$ cat src/rtl/mux_pkg.sv
// Shared constants and helpers for the stream multiplexer family.
// Arbitration mode encodings plus a one-hot to binary index encoder.
package mux_pkg;

  localparam logic [1:0] MUX_MODE_RR    = 2'd0;
  localparam logic [1:0] MUX_MODE_FIXED = 2'd1;
  localparam logic [1:0] MUX_MODE_SEL   = 2'd2;

  // Widest grant vector the encoder accepts; callers zero-extend into it.
  localparam int MUX_MAX_N = 32;

  // For a one-hot input, OR-ing the indices of the set bits yields the index.
  function automatic int onehot_to_index(input logic [MUX_MAX_N-1:0] onehot);
    int idx;
    idx = 0;
    for (int i = 0; i < MUX_MAX_N; i++) begin
      if (onehot[i]) idx = idx | i;
    end
    return idx;
  endfunction

endpackage

$ cat src/rtl/rr_arbiter.sv
// Combinational one-hot arbiter: round-robin from ptr, fixed lowest-index,
// or direct select (ptr carries the selected channel in select mode).
module rr_arbiter
  import mux_pkg::*;
#(
  parameter int N = 4,
  localparam int SELW = $clog2(N)
) (
  input  logic [N-1:0]    req,
  input  logic [SELW-1:0] ptr,
  input  logic [1:0]      mode,
  output logic [N-1:0]    grant
);

  logic found;
  int   idx;

  // NOTE: every output of a combinational block gets a default first, so no
  // path through the case/loops can leave a value unassigned and infer a latch.
  always_comb begin
    grant = '0;
    found = 1'b0;
    idx   = 0;
    case (mode)
      MUX_MODE_RR: begin
        for (int k = 0; k < N; k++) begin
          idx = int'(ptr) + k;
          if (idx >= N) idx = idx - N;
          if (!found && req[idx]) begin
            grant[idx] = 1'b1;
            found      = 1'b1;
          end
        end
      end
      MUX_MODE_FIXED: begin
        for (int i = 0; i < N; i++) begin
          if (!found && req[i]) begin
            grant[i] = 1'b1;
            found    = 1'b1;
          end
        end
      end
      MUX_MODE_SEL: begin
        // Out-of-range selects grant nothing.
        if (int'(ptr) < N) begin
          if (req[ptr]) grant[ptr] = 1'b1;
        end
      end
      default: grant = '0;
    endcase
  end

endmodule

$ cat src/rtl/stream_mux_rr.sv
// N-input valid/ready stream mux with selectable arbitration and one
// registered output stage tagging each word with its source channel.
module stream_mux_rr
  import mux_pkg::*;
#(
  parameter int WIDTH = 16,
  parameter int N     = 4,
  parameter int MODE  = 0,
  localparam int SELW = $clog2(N)
) (
  input  logic               clk,
  input  logic               rst,
  input  logic [N*WIDTH-1:0] in_data,
  input  logic [N-1:0]       in_valid,
  output logic [N-1:0]       in_ready,
  input  logic [SELW-1:0]    sel,
  output logic [WIDTH-1:0]   out_data,
  output logic [SELW-1:0]    out_chan,
  output logic               out_valid,
  input  logic               out_ready
);

  localparam logic [1:0] MODE_L = 2'(MODE);

  logic [SELW-1:0]      ptr;
  logic [SELW-1:0]      arb_ptr;
  logic [N-1:0]         grant;
  logic [MUX_MAX_N-1:0] grant_ext;
  logic [SELW-1:0]      g;
  logic                 load;
  logic                 any_grant;

  assign arb_ptr = (MODE_L == MUX_MODE_SEL) ? sel : ptr;

  rr_arbiter #(.N(N)) u_arb (
    .req   (in_valid),
    .ptr   (arb_ptr),
    .mode  (MODE_L),
    .grant (grant)
  );

  always_comb begin
    grant_ext          = '0;
    grant_ext[N-1:0]   = grant;
  end

  assign g         = SELW'(onehot_to_index(grant_ext));
  assign any_grant = |grant;
  assign load      = !out_valid || out_ready;
  assign in_ready  = rst ? '0 : (grant & {N{load}});

  // NOTE: sequential state uses non-blocking assignments so every register
  // samples pre-edge values regardless of statement order.
  always_ff @(posedge clk) begin
    if (rst) begin
      out_valid <= 1'b0;
      out_data  <= '0;
      out_chan  <= '0;
      ptr       <= '0;
    end else if (load) begin
      out_valid <= any_grant;
      if (any_grant) begin
        out_data <= in_data[g*WIDTH +: WIDTH];
        out_chan <= g;
        // Pointer moves just past the served channel so it goes last next time.
        if (MODE_L == MUX_MODE_RR) begin
          ptr <= (g == SELW'(N - 1)) ? '0 : SELW'(g + 1'b1);
        end
      end
    end
  end

endmodule

$ cat config.mk
export PLATFORM = sky130hd
export DESIGN_NAME = stream_mux_rr
export DESIGN_NICKNAME = d
export VERILOG_FILES = /design/src/rtl/mux_pkg.sv /design/src/rtl/rr_arbiter.sv /design/src/rtl/stream_mux_rr.sv
export SDC_FILE = /design/constraint.sdc
export NUM_CORES = 1
export LEC_CHECK = 0
export ABC_CLOCK_PERIOD_IN_PS = 4400
export BUFFER_PORTS_ARGS = -buffer_cell sky130_fd_sc_hd__buf_2
export CORE_UTILIZATION = 46
export CTS_BUF_LIST = sky130_fd_sc_hd__clkbuf_8
export DETAILED_ROUTE_END_ITERATION = 7
export HOLD_SLACK_MARGIN = 0.15
export PLACE_DENSITY = 0.83
export SYNTH_ARGS = -nofsm -noshare
export SYNTH_HDL_FRONTEND = slang
export SYNTH_SLANG_ARGS = --single-unit
$ cat constraint.sdc
create_clock -name clk -period 4.4 [get_ports clk]
set_clock_uncertainty 0.2 [all_clocks]
set_input_delay 0.22 -clock clk [delete_from_list [all_inputs] [get_ports clk]]
set_output_delay 0.22 -clock clk [all_outputs]
set_load 0.01 [all_outputs]
==> parameters.txt, run 1 <==
Parameter                              Value

Global route
  Met1 track demand over resource ... 0.2792
  Number of antenna violations at the first check in global routing ... 0
  Global-route usage over all layers ... 0.2493
  GR met2 Demand/Resource ... 0.4462
  Most used routing layer in global routing ... met2
  Largest net degree at the start of global routing ... 51
  Vias in the first global route ... 1821
  Fraction of met3 tracks used by global routing ... 0.05978
  Global-route wire length before repair ... 7914 um
  GRT Residual Overflow ... 0

Drt
  First-pass detailed-route iteration total ... 4
  Average detailed-routed wire length per instance ... 14.99 um
  Number of DRC markers in iteration 0 ... 124
  Post-DRT Antenna Nets ... 0
  Vias per Instance ... 5.639
  DR DRC count ... 0
  Total number of vias ... 1889
  Routed wire length ... 5020 um

Yosys
  Gate Count Post-Synth ... 178
  Post-synthesis async set-or-reset flop share ... 0
  Area share of the largest cell type after synthesis ... 0.2431
  Post-Syn Area per Cell ... 9.714 um2
  Main area contributors after synthesis ... dfxtp_1, mux2i_1, o311ai_1, nand3b_1, or3_1
  Net Count, Synth ... 258
  Count of flip-flops with a built-in enable after synthesis ... 0
  Synth Cell Area ... 0.001729 mm2
  Post-synth top area cell ... dfxtp_1
  Dominant synthesized flop cell ... dfxtp_1
  Sequential area share after synthesis ... 0.2431
  Yosys reg bits ... 21
  Number of library cell types mapped by synthesis ... 37
  Yosys warning total ... 0

Clock tree
  CTS tree ... done
  # clock sinks ... 21
  Clk_lat worst skew ... 270 ps
  CTS Root Cell ... clkbuf_8
  Clock transition time at the flip-flop clock pins of the worst setup and hold paths ... 90 ps
  CTS H-tree depth ... 1
  Max Buffers Root-to-Sink ... 2
  Total clock buffers created by CTS ... 3

Worst setup path
  Critical register-to-register path startpoint ... arb_ptr[0]
  Register-to-Register Setup Slack ... 400 ps
  Worst Setup Path Type ... flop to flop
  R2r worst-path depth ... 10
  Startpoint type of the worst setup path ... flop
  Reg2Reg Capture Point ... out_data[1]
  Maximum fanout along the worst path ... 18
  Data required time at the worst endpoint ... 4360 ps
  Arrival time reported for the critical path endpoint ... 3960 ps
  Capturing element type of the critical path ... flop

Placement
  Post-placement setup slack ... 768.2 ps
  Total cell area at the placement stage ... 0.002163 mm2
  Global placer's final weighted congestion ... 0.8256
  HPWL Detailed ... 3201 um
  Input/output buffers ... 93

Floorplanning
  # IOs ... 96
  Vertical die dimension ... 63.31 um
  Placeable core region ... 0.003468 mm2
  Number of core rows ... 21
  Overall die area ... 0.004008 mm2
  Starting utilization of the core area ... 0.4986
  Floorplan die width ... 63.31 um

Min path
  Worst hold path type ... input pin to flop
  Hold path cells ... 3
  Worst-case hold path end point ... out_data[7]
  Hold path startpoint ... in_data[55]

Power
  Static power due to leakage ... 1.161 nW
  Power Total ... 1.537 mW
  Total power per unit cell area ... 619.3 mW/mm2
  Worst voltage drop across the vdd grid ... 295.5 uV

STA
  Final worst-path setup slack ... 395.6 ps
  Worst max-slew margin expressed relative to the limit ... 0.4955
  Post-layout minimum cycle time ... 4004 ps
  F_max ... 249.7 MHz
  Unrepaired setup endpoints after global routing ... false
  Share of the clock period used by the worst path ... 0.9101
  Setup Total Neg Slack ... 0 ps
  Measured slew at the worst slew-check pin ... 756.8 ps
  Final setup violation count ... 0
  Final Hold Violating Endpoints ... 0
  Final Slew Violations ... 0

Finish
  Share of layout cells above drive strength 1 ... 0.3841
  Antenna diode count ... 0
  NumNets Final ... 370
  Final design utilization ... 0.7157
  Number of fill cells ... 256
  Fin area ... 0.002482 mm2
  Synth-to-layout area growth ... 43.56%

Run
  Number of max-capacitance violations reported ... 0

Run status
  Run status ... completed
-- through the flow --
stage	hold WS, ps	cells
detailed placement	277.0	304
floorplan	239.3	178
global route	155.2	335
finish	138.7	335
global placement	274.4	304
CTS	150.5	335
-- power by group --
group | total (mW) | switching [mW] | internal, mW | leakage, nW
Sequential | 0.304 | 0.0445 | 0.259 | 0.174
Clock | 0.134 | 0.0695 | 0.0641 | 0.0217
Combinational | 1.10 | 0.587 | 0.513 | 0.966
Total | 1.54 | 0.701 | 0.836 | 1.16
-- worst max path at each step --
stage,startpoint,end,slack [ps],cells past startpoint
after floorplan,arb_ptr[0],out_data[10],1160,11
after global placement,arb_ptr[0],out_data[0],790,9
after detailed placement,arb_ptr[0],out_data[4],770,9
after CTS,arb_ptr[0],out_data[0],490,10
after global routing,arb_ptr[0],out_data[1],200,10
final,arb_ptr[0],out_data[1],400,10
-- sequential cells by signal, indices dropped and copies added, names as in the netlist --
register / flops
out_chan: 2
arb_ptr: 2
out_data: 16
out_valid: 1
-- cell usage after synthesis (all sizes together) (2+ instances only) --
cell type and number:
clkbuf 5, nor2b 2, mux2i 32, dfxtp 21
inv 2, buf 10, a22o 2, ha 7
or2 2, o311ai 16, nand3b 16, nor2 9
nor4b 2, mux4 4, a21oi 4, o21ai 3
nand2 11, nand2b 3, or3 16
-- routing by layer --
metal  vias up  part of all wire
li1        907                 -
met1       864              0.39
met2        98              0.50
met3        20             0.072
met4         0             0.035
met5         -                 0
-- repair_timing --
| item | in CTS | in global routing |
|---|---|---|
| hold buffers | 27 | 0 |
| endpoints found under the hold margin | 15 | 0 |
| gates resized for setup | 0 | 0 |
| buffers inserted | 0 | 0 |
-- critical path, stage by stage (launching register included) --
cell	delay, ps
dfxtp_1	570
inv_1	170
ha_1	360
mux4_2	610
nor4b_4	430
a22o_2	250
nor4_2	50
buf_4	250
mux2i_1	140
dlygate4sd3_1	570
o311ai_1	290
-- cells in the final DEF (no fill, tap or decap), drive strengths merged, types with 3 or more instances in the layout --
| master | Yosys | layout |
|---|---|---|
| buf | 10 | 95 |
| mux2i | 32 | 32 |
| dlygate4sd3 | 0 | 27 |
| dfxtp | 21 | 21 |
| nand3b | 16 | 16 |
| or3 | 16 | 16 |
| o311ai | 16 | 16 |
| nand2 | 11 | 11 |
| nor2 | 9 | 9 |
| ha | 7 | 7 |
| mux4 | 4 | 4 |
| a21oi | 4 | 4 |
| nand2b | 3 | 3 |
| clkbuf | 5 | 3 |
| o21ai | 3 | 3 |
-- cell type report --
| class | count | area (um2) | share of cell area |
|---|---|---|---|
| Clock inverter | 1 | 7.507 | 0.003024 |
| Multi-Input combinational cell | 140 | 1197 | 0.4824 |
| Clock buffer | 3 | 41.29 | 0.01663 |
| Sequential cell | 21 | 420.4 | 0.1694 |
| Tap cell | 46 | 57.56 | 0.02319 |
| Timing Repair Buffer | 122 | 750.7 | 0.3024 |
| Inverter | 2 | 7.507 | 0.003024 |
-- kinds of logic after synthesis --
logic type / synth area share
fa+ha+maj: 0.05065
simple gates: 0.2359
flops: 0.2431
xor+xnor: 0.005066
mux: 0.2373
compound gates: 0.1599
buf+inv: 0.06802
Power figures use the tool's default switching activity.
==> inputs of run 2 (changes only) <==
==> constraint.sdc (replaced) <==
create_clock -name clk -period 4.4 [get_ports clk]
set_clock_uncertainty 0.2 [all_clocks]
set_input_delay 0.44 -clock clk [delete_from_list [all_inputs] [get_ports clk]]
set_output_delay 0.44 -clock clk [all_outputs]
set_load 0.01 [all_outputs]
==> run 2 against run 1 <==
- clock power hardly changed
- sequential share of layout area increased by 2.1 points
- count of clock-buffer cells in the layout did not move
- die area stayed put
- non-clock buffer count fell by 27
- worst setup slack gained 330 ps
- first-iteration DRC count is 41% lower
- critical path type unchanged
- critical endpoint is now out_data[4]
- largest cell class unchanged
- highest routed layer unchanged
==> parameters.txt, run 2 (same netlist as run 1, synthesis figures left out) <==
Parameter                              Value

Run status
  Run status ... completed

Finish
  NumNets Final ... 343 (-7.3%)
  Area taken by flip-flops and latches ... 420.4 um2 (unchanged)
  Number of fill cells ... 304 (+19%)
  Antenna diode count ... 0 (unchanged)
  Area occupied by multi-input gates ... 0.001197 mm2 (unchanged)
  Most frequent standard cell in the layout excluding fill and tap cells ... buf_2
  Flip-flop count of the largest register after layout ... 16 (unchanged)
  Share of layout cells above drive strength 1 ... 0.4237 (+0.03958)
  Top library cells by usage in the layout, fill and taps aside ... buf_2, mux2i_1, dfxtp_1
  Synth-to-layout area growth ... 27.93%
  Register with the most flip-flops ... out_data

Power
  Worst voltage drop across the vdd grid ... 293.4 uV (-0.72%)
  Switch share ... 0.4673 (+0.01122)
  Clock share of power ... 0.093 (+0.006)
  Proportion of power drawn by combinational gates ... 0.697 (-0.018)
  Cell-internal power ... 0.7569 mW (-9.5%)
  Portion of total power attributed to sequential cells ... 0.211 (+0.013)
  Static power due to leakage ... 1.049 nW (-9.7%)
  Total power per unit cell area ... 642.4 mW/mm2 (+3.7%)
  Power Total ... 1.421 mW (-7.6%)
  Net Sw Power ... 0.6641 mW (-5.3%)

Global route
  GRT Residual Overflow ... 0 (unchanged)
  Vias in the first global route ... 1487 (-18%)
  Global-route usage over all layers ... 0.2057 (-0.04361)
  Global-route wire length before repair ... 6568 um (-17%)
  Number of antenna violations at the first check in global routing ... 0 (unchanged)
  Largest net degree at the start of global routing ... 51 (unchanged)

STA
  Post-layout minimum cycle time ... 3670 ps (-334.6 ps)
  Unrepaired setup endpoints after global routing ... false
  Worst max-slew margin expressed relative to the limit ... 0.5570 (+0.06154)
  F_max ... 272.5 MHz (+9.1%)
  Final setup violation count ... 0 (unchanged)
  Setup Total Neg Slack ... 0 ps (unchanged)
  Final Slew Violations ... 0 (unchanged)
  Final Hold Violating Endpoints ... 0 (unchanged)
  Final worst-path setup slack ... 730.2 ps (+334.6 ps)
  Share of the clock period used by the worst path ... 0.8340 (-0.07604)
  Measured slew at the worst slew-check pin ... 664.5 ps (-92.31 ps)

Min path
  Worst hold path type ... flop to flop
  Hold path cells ... 2 (-1)

Clock tree
  CTS Root Cell ... clkbuf_8
  Number of gates resized after cts ... 0 (unchanged)
  CTS tree ... done
  # clock sinks ... 21 (unchanged)
  Hold-fix buffers, CTS ... 0 (-100%)
  CTS H-tree depth ... 1 (unchanged)
  Post-CTS setup buffer count ... 0 (unchanged)
  Clk_lat worst skew ... 270 ps (about the same)
  Total clock buffers created by CTS ... 3 (unchanged)
  Clock transition time at the flip-flop clock pins of the worst setup and hold paths ... 80 ps (about the same)
  Max Buffers Root-to-Sink ... 2 (unchanged)

Worst setup path
  Arrival time reported for the critical path endpoint ... 3640 ps (-320 ps)
  Maximum fanout along the worst path ... 50 (+32)
  Worst Setup Path Type ... flop to flop
  Data required time at the worst endpoint ... 4370 ps (about the same)
  Startpoint type of the worst setup path ... flop
  R2r worst-path depth ... 9 (-1)
  Capturing element type of the critical path ... flop

Placement
  Post-placement setup slack ... 737.5 ps (-30.71 ps)
  Input/output buffers ... 93 (unchanged)
  HPWL Detailed ... 3139 um (-1.9%)
  Global placer's final weighted congestion ... 0.8259 (about the same)

Floorplanning
  # IOs ... 96 (unchanged)
  Starting utilization of the core area ... 0.4986 (unchanged)
  Overall die area ... 0.004008 mm2 (unchanged)
  Placeable core region ... 0.003468 mm2 (unchanged)
  Vertical die dimension ... 63.31 um (unchanged)
  Number of core rows ... 21 (unchanged)
  Floorplan die width ... 63.31 um (unchanged)

Run
  Number of max-capacitance violations reported ... 0 (unchanged)

Drt
  First-pass detailed-route iteration total ... 4 (unchanged)
  Number of DRC markers in iteration 0 ... 73 (-41%)
  Routed wire length ... 4172 um (-17%)
  Vias per Instance ... 5.419 (-3.9%)
  Total number of vias ... 1669 (-12%)
  Average detailed-routed wire length per instance ... 13.55 um (-9.6%)
  DR DRC count ... 0 (unchanged)
  Post-DRT Antenna Nets ... 0 (unchanged)
run 2: changes by cell type in the layout (fill, tap and decap cells not counted):
cell           delta
dlygate4sd3_1    -27
run 2: final timing paths:
check | from | endpoint | slack (ps)
worst max register to register | arb_ptr[0] | out_data[4] | 730
worst min-delay path | out_data[8] | out_data[8] | 300
worst min register to register | out_data[8] | out_data[8] | 300
worst max-delay path | arb_ptr[0] | out_data[4] | 730
run 2: layer usage:
layer | vias up | share of wire | track usage | wire (um)
met1 | 742 | 0.44 | 0.2533 | 1847
met3 | 7 | 0.071 | 0.05254 | 296
li1 | 853 | - | - | -
met4 | 0 | 0.015 | 0.05966 | 63
met5 | - | 0 | 0 | 0
met2 | 67 | 0.47 | 0.3508 | 1964
run 2: critical path, stage by stage (launching register included):
cell and delay (ps):
dfxtp_1 560, inv_1 170, ha_1 360, mux4_2 600
nor4b_4 430, a22o_2 250, nor2_2 80, a31o_4 410
or3_1 410, o311ai_1 100
run 2: area by class of cell:
cell class                 instances  share of cell area
sequential                        21              0.1900
clock inverter                     1            0.003394
multi-input combinational        140              0.5413
clock buffer                       3             0.01867
timing repair buffer              95              0.2172
tap                               46             0.02602
inverter                           2            0.003394
run 2: power groups by stage:
stage               Combinational, mW  Sequential, mW  Clock [mW]
floorplan                       0.824           0.323           0
global placement                0.973           0.301           0
detailed placement              0.987           0.303           0
CTS                             0.991           0.299       0.136
global route                     1.08           0.309       0.145
finish                          0.990           0.299       0.132
run 2: per-stage QoR:
step / util / instance area [um2] / instances / hold slack (ps)
3_5_place_dp: 0.6237 / 2163 / 304 / 277.9
6_report: 0.6378 / 2212 / 308 / 299.7
4_1_cts: 0.6378 / 2212 / 308 / 299.9
3_3_place_gp: 0.6237 / 2163 / 304 / 274.5
5_1_grt: 0.6378 / 2212 / 308 / 317.6
2_1_floorplan: - / 1729 / 178 / 320.2
